## config.mk

```make
export PLATFORM = sky130hd
export DESIGN_NAME = fire_sequencer
export DESIGN_NICKNAME = d
export VERILOG_FILES = /design/src/rtl/fire_sequencer.sv
export SDC_FILE = /design/constraint.sdc
export NUM_CORES = 1
export LEC_CHECK = 0
export CAP_MARGIN = 20
export CORE_MARGIN = 4
export CORE_UTILIZATION = 60
export CTS_BUF_LIST = sky130_fd_sc_hd__clkbuf_8
export DETAILED_ROUTE_END_ITERATION = 8
export HOLD_SLACK_MARGIN = 0.12
export PLACE_DENSITY = 0.76
export SLEW_MARGIN = 20
export SYNTH_ARGS = -nofsm -noshare
export SYNTH_HDL_FRONTEND = slang
export SYNTH_SLANG_ARGS = --single-unit
```

## constraint.sdc

```tcl
create_clock -name clk -period 3.05 [get_ports clk]
set_clock_uncertainty 0.05 [all_clocks]
set_input_delay 0.4575 -clock clk [delete_from_list [all_inputs] [get_ports clk]]
set_output_delay 0.4575 -clock clk [all_outputs]
set_load 0.05 [all_outputs]
```

## src/rtl/fire_sequencer.sv

```systemverilog
// Trigger/reload sequencer: synchronised, debounced buttons drive a small FSM
// that meters shots out of a magazine with cooldown and reload dead times.

module fire_sequencer_debounce #(
   parameter int DEBOUNCE_CYCLES = 1_000_000
) (
   input  logic clk,
   input  logic reset,
   input  logic raw,
   output logic press
);

   localparam int CNT_W = $clog2(DEBOUNCE_CYCLES + 1);

   logic             sync1_q, sync2_q;
   logic             level_q, level_d;
   logic [CNT_W-1:0] cnt_q, cnt_d;
   logic             press_q, press_d;

   // A new level is accepted on the Nth consecutive sample that differs from the current one.
   always_comb begin
      level_d = level_q;
      cnt_d   = '0;
      if (sync2_q != level_q) begin
         if (cnt_q == CNT_W'(DEBOUNCE_CYCLES - 1)) begin
            level_d = sync2_q;
         end else begin
            cnt_d = cnt_q + 1'b1;
         end
      end
      press_d = level_d & ~level_q;
   end

   always_ff @(posedge clk or negedge reset) begin
      if (!reset) begin
         sync1_q <= 1'b0;
         sync2_q <= 1'b0;
         level_q <= 1'b0;
         cnt_q   <= '0;
         press_q <= 1'b0;
      end else begin
         sync1_q <= raw;
         sync2_q <= sync1_q;
         level_q <= level_d;
         cnt_q   <= cnt_d;
         press_q <= press_d;
      end
   end

   assign press = press_q;

endmodule

module fire_sequencer #(
   parameter int MAG_SIZE        = 10,
   parameter int DEBOUNCE_CYCLES = 1_000_000,
   parameter int COOLDOWN_CYCLES = 10_000_000,
   parameter int RELOAD_CYCLES   = 200_000_000
) (
   input  logic       clk,
   input  logic       reset,
   input  logic       enable,
   input  logic       trigger,
   input  logic       reload,
   output logic       fire,
   output logic       error,
   output logic [3:0] ammo,
   output logic       busy,
   output logic [2:0] state
);

   localparam int TIMER_MAX = (COOLDOWN_CYCLES > RELOAD_CYCLES) ? COOLDOWN_CYCLES : RELOAD_CYCLES;
   localparam int TIMER_W   = $clog2(TIMER_MAX + 1);

   typedef enum logic [2:0] {
      IDLE     = 3'd0,
      FIRE     = 3'd1,
      COOLDOWN = 3'd2,
      EMPTY    = 3'd3,
      RELOAD   = 3'd4
   } state_t;

   state_t             state_q, state_d;
   logic [TIMER_W-1:0] timer_q, timer_d;
   logic [3:0]         ammo_q, ammo_d;
   logic               fire_q, fire_d;
   logic               error_q, error_d;
   logic               busy_q, busy_d;
   logic               trig_press, reload_press;

   fire_sequencer_debounce #(.DEBOUNCE_CYCLES(DEBOUNCE_CYCLES)) u_trig_db (
      .clk   (clk),
      .reset (reset),
      .raw   (trigger),
      .press (trig_press)
   );

   fire_sequencer_debounce #(.DEBOUNCE_CYCLES(DEBOUNCE_CYCLES)) u_reload_db (
      .clk   (clk),
      .reset (reset),
      .raw   (reload),
      .press (reload_press)
   );

   // Presses outside IDLE/EMPTY simply evaporate; nothing is queued.
   always_comb begin
      state_d = state_q;
      timer_d = timer_q;
      ammo_d  = ammo_q;
      case (state_q)
         IDLE: begin
            if (trig_press && enable && (ammo_q != 4'd0)) begin
               state_d = FIRE;
            end else if (reload_press && enable && (ammo_q < 4'(MAG_SIZE))) begin
               state_d = RELOAD;
               timer_d = TIMER_W'(RELOAD_CYCLES - 1);
            end
         end
         FIRE: begin
            if (ammo_q != 4'd0) begin
               ammo_d = ammo_q - 4'd1;
            end
            timer_d = TIMER_W'(COOLDOWN_CYCLES - 1);
            state_d = COOLDOWN;
         end
         COOLDOWN: begin
            if (timer_q == '0) begin
               state_d = (ammo_q != 4'd0) ? IDLE : EMPTY;
            end else begin
               timer_d = timer_q - 1'b1;
            end
         end
         EMPTY: begin
            if (reload_press && enable) begin
               state_d = RELOAD;
               timer_d = TIMER_W'(RELOAD_CYCLES - 1);
            end
         end
         RELOAD: begin
            if (timer_q == '0) begin
               ammo_d  = 4'(MAG_SIZE);
               state_d = IDLE;
            end else begin
               timer_d = timer_q - 1'b1;
            end
         end
         default: begin
            state_d = IDLE;
            timer_d = '0;
         end
      endcase

      fire_d  = (state_d == FIRE);
      error_d = (state_d == EMPTY);
      busy_d  = (state_d == COOLDOWN) || (state_d == RELOAD);
   end

   always_ff @(posedge clk or negedge reset) begin
      if (!reset) begin
         state_q <= IDLE;
         timer_q <= '0;
         ammo_q  <= 4'(MAG_SIZE);
         fire_q  <= 1'b0;
         error_q <= 1'b0;
         busy_q  <= 1'b0;
      end else begin
         state_q <= state_d;
         timer_q <= timer_d;
         ammo_q  <= ammo_d;
         fire_q  <= fire_d;
         error_q <= error_d;
         busy_q  <= busy_d;
      end
   end

   assign fire  = fire_q;
   assign error = error_q;
   assign ammo  = ammo_q;
   assign busy  = busy_q;
   assign state = state_q;

endmodule
```

==> flow_summary.ini <==
[logic_synthesis]
synthMostInstantiatedCell = dfrtp_1
yosys_warnings = 0
synth_top_area_share_pct = 46.81
synth_fp_nets = 499
synthCells = 489
synth_edf_count = 0
ys_types = 51
synth_area_leaders = dfrtp_1 (47%), nor2_1 (6.7%), xor2_1 (4.7%)
synth_area_um2 = 4491
ys_ff_latch = 86
ys_top_cells_by_count = dfrtp_1 (84), nor2_1 (80), nand2_1 (39), o21ai_0 (35), nand3_1 (32)
synth-async-reset-ratio_pct = 100.0
seq_area_frac_synth_pct = 47.98
synth_largest_area_cell = dfrtp_1
avgSynthCellArea_um2 = 9.183
ys.flop_type = dfrtp_1

[clock_network]
insertion_delay_ns = 0.37
cts-buffers-inserted = 9
root_buffer = clkbuf_8
clk_pin_slew_ns = 0.09
cts_tree = done
cts_setup_buffers = 0
cts_sinks = 86
cts_hold_buf = 0
cts_buffer_depth = 2
post_cts_resize_count = 0
htree_num_levels = 3

[pwr]
swShare_pct = 22.58
power_leakage_nw = 2.167
p_per_area_nw_per_um2 = 412.9
p_comb_share_pct = 2.3
p_int_mw = 1.584
ir_drop_mv = 0.2776
seqPwrFrac_pct = 56.6
power.switching_mw = 0.4618
pwr-share-clk_pct = 41.2

[critical_path]
cpLargestDelayFamily = compound AO/OA/AOI/OAI gates
crit_chain = inv_1, ha_1, or3b_1, a311oi_1, o22ai_1, a21o_1, o21ai_0, o311ai_0
crit_slowest_cell = or3b_1
cp_slowest_stage_delay_ns = 0.44
arrival_ns = 2.78
crit_path_end_kind = register
criticalPathCategory = reg2reg
path_max_fanout = 17
worst-path-buf-inv = 1
worst_setup_path_start_kind = register
cp.required_ns = 3.21

[detailed_routing]
drc_errors = 0
routedWlPerCell_um = 15.95
drtIter0Drc = 201
drt-total-wl_um = 9715
vias = 3699
dr.pass1.iters = 5
via_per_inst = 6.074
antenna_left = 0

[timing]
maxSlewViolCount = 0
fmax_mhz = 382.2
finalSetupViolations = 0
finalHoldWorstSlack_ns = 0.06778
relSlewSlack_pct = 44.60
min_period_ns = 2.616
setup_tns_ns = 0
hold_viol = 0
rsz0062_at_grt = no
tightest_slew_ns = 0.8279
min_period_over_period_pct = 85.78

[placement]
numPortBuffers = 14
gp_congestion = 0.8467
dp_hpwl_um = 6489
placed_area_um2 = 4742

[floorplanning]
die_h_um = 94.51
start_util_pct = 61.91
fp.dieArea_um2 = 8932
ios = 15
die_w_um = 94.51
core_um2 = 7253
rows = 31

[final_layout]
synthToLayoutAreaGrowth_pct = 10.31
final_layout_size_suffix_gt1_share_pct = 7.451
n_antenna_cell = 0
fin_area_um2 = 4954
layout.nets = 515

[global_route]
grt_usage_pct = 24.17
grt_util_met3_pct = 4.303
grt_pass1_vias = 3648
use_met1_pct = 31.24
gr-total-overflow = 0
grt_max_degree = 87
met2_usage_pct = 39.83
grt_pass1_wl_um = 17000
antenna_found_initial = 0
top_usage_layer = met2

[status]
status = completed

[worst_hold_path]
hp-class = in2async

[job]
drv_cap = 0
cells in the final DEF (no fill, tap or decap), types with 3 or more instances in the layout:
master	count
xnor2_1	17
nor4_1	14
nor3_1	11
clkbuf_8	11
ha_1	5
a21oi_1	15
and3_1	10
nand3_1	32
a21o_1	3
dfrtp_1	84
inv_1	8
nand4_1	13
o21ai_1	3
nor3b_1	4
buf_4	9
nand2_1	39
a22o_1	4
o21ai_0	35
or3_1	4
clkdlybuf4s50_1	13
nor4b_1	5
o211ai_1	11
nor2_1	80
nor2b_1	5
a31oi_1	5
nand2b_1	3
xor2_1	24
nand4b_1	3
flip-flops by register name, summed over array words and instances (netlist names), 3 cells and up:
name and cells:
timer_q 28, state 3, u_reload_db.cnt_q 20, ammo 4
u_trig_db.cnt_q 20
routing by layer:
metal	wire length (µm)	share of wire [%]
met1	4276	44
met2	4681	48
met3	486	5.0
met4	271	2.8
met5	0	0
final cells by class:
cell class | count | area (µm²)
Fill cell | 572 | 2300
Multi-Input combinational cell | 377 | 2228
Sequential cell | 86 | 2155
Timing Repair Buffer | 23 | 209.0
Clock buffer | 11 | 151.4
Tap cell | 99 | 123.9
Clock inverter | 5 | 56.30
Inverter | 8 | 30.03
path summary, 6_finish.rpt:
| kind | endpoint | startpoint | slack, ns | depth (start not counted) |
|---|---|---|---|---|
| setup / recovery | timer_q[17] | ammo[0] | 0.43 | 8 |
| hold / removal | fire | reset | 0.07 | 1 |
| setup reg to reg | timer_q[17] | ammo[0] | 0.43 | 8 |
| hold reg to reg | u_trig_db.sync2_q | u_trig_db.sync1_q | 0.30 | 0 |
| max in group asynchronous | u_reload_db.cnt_q[9] | reset | 2.35 | 1 |
| min in group clk | u_trig_db.sync2_q | u_trig_db.sync1_q | 0.30 | 0 |
power by group through the flow:
| stage | logic (mW) | registers, mW | clock network, mW |
|---|---|---|---|
| after floorplan | 0.0161 | 1.18 | 0 |
| after global placement | 0.0470 | 1.18 | 0 |
| after detailed placement | 0.0476 | 1.18 | 0 |
| after CTS | 0.0485 | 1.16 | 0.857 |
| after global routing | 0.0549 | 1.16 | 0.905 |
| final | 0.0465 | 1.16 | 0.842 |
per-stage QoR:
step	setup WS [ns]	instances	power, mW	utilization [%]
global route	0.2700	609	2.118	68.29
CTS	0.4888	609	2.063	68.24
floorplan	0.5053	489	1.193	-
global placement	0.6016	593	1.226	65.38
finish	0.4338	609	2.045	68.29
detailed placement	0.4684	593	1.227	65.38
kinds of logic (layout without fill, tap and decap cells):
kind of cell / after synthesis / in the layout / synth area share (%)
and+or+nand+nor: 236 / 236 / 26.83
AOI/OAI and AO/OA: 93 / 93 / 12.90
DFF: 86 / 86 / 47.98
xor gates and xnor gates: 41 / 41 / 7.997
buffers and inverters: 26 / 47 / 2.396
adders and majority gates: 5 / 5 / 1.393
muxes: 2 / 2 / 0.5015
No activity file was read; power rests on OpenSTA's default activity.
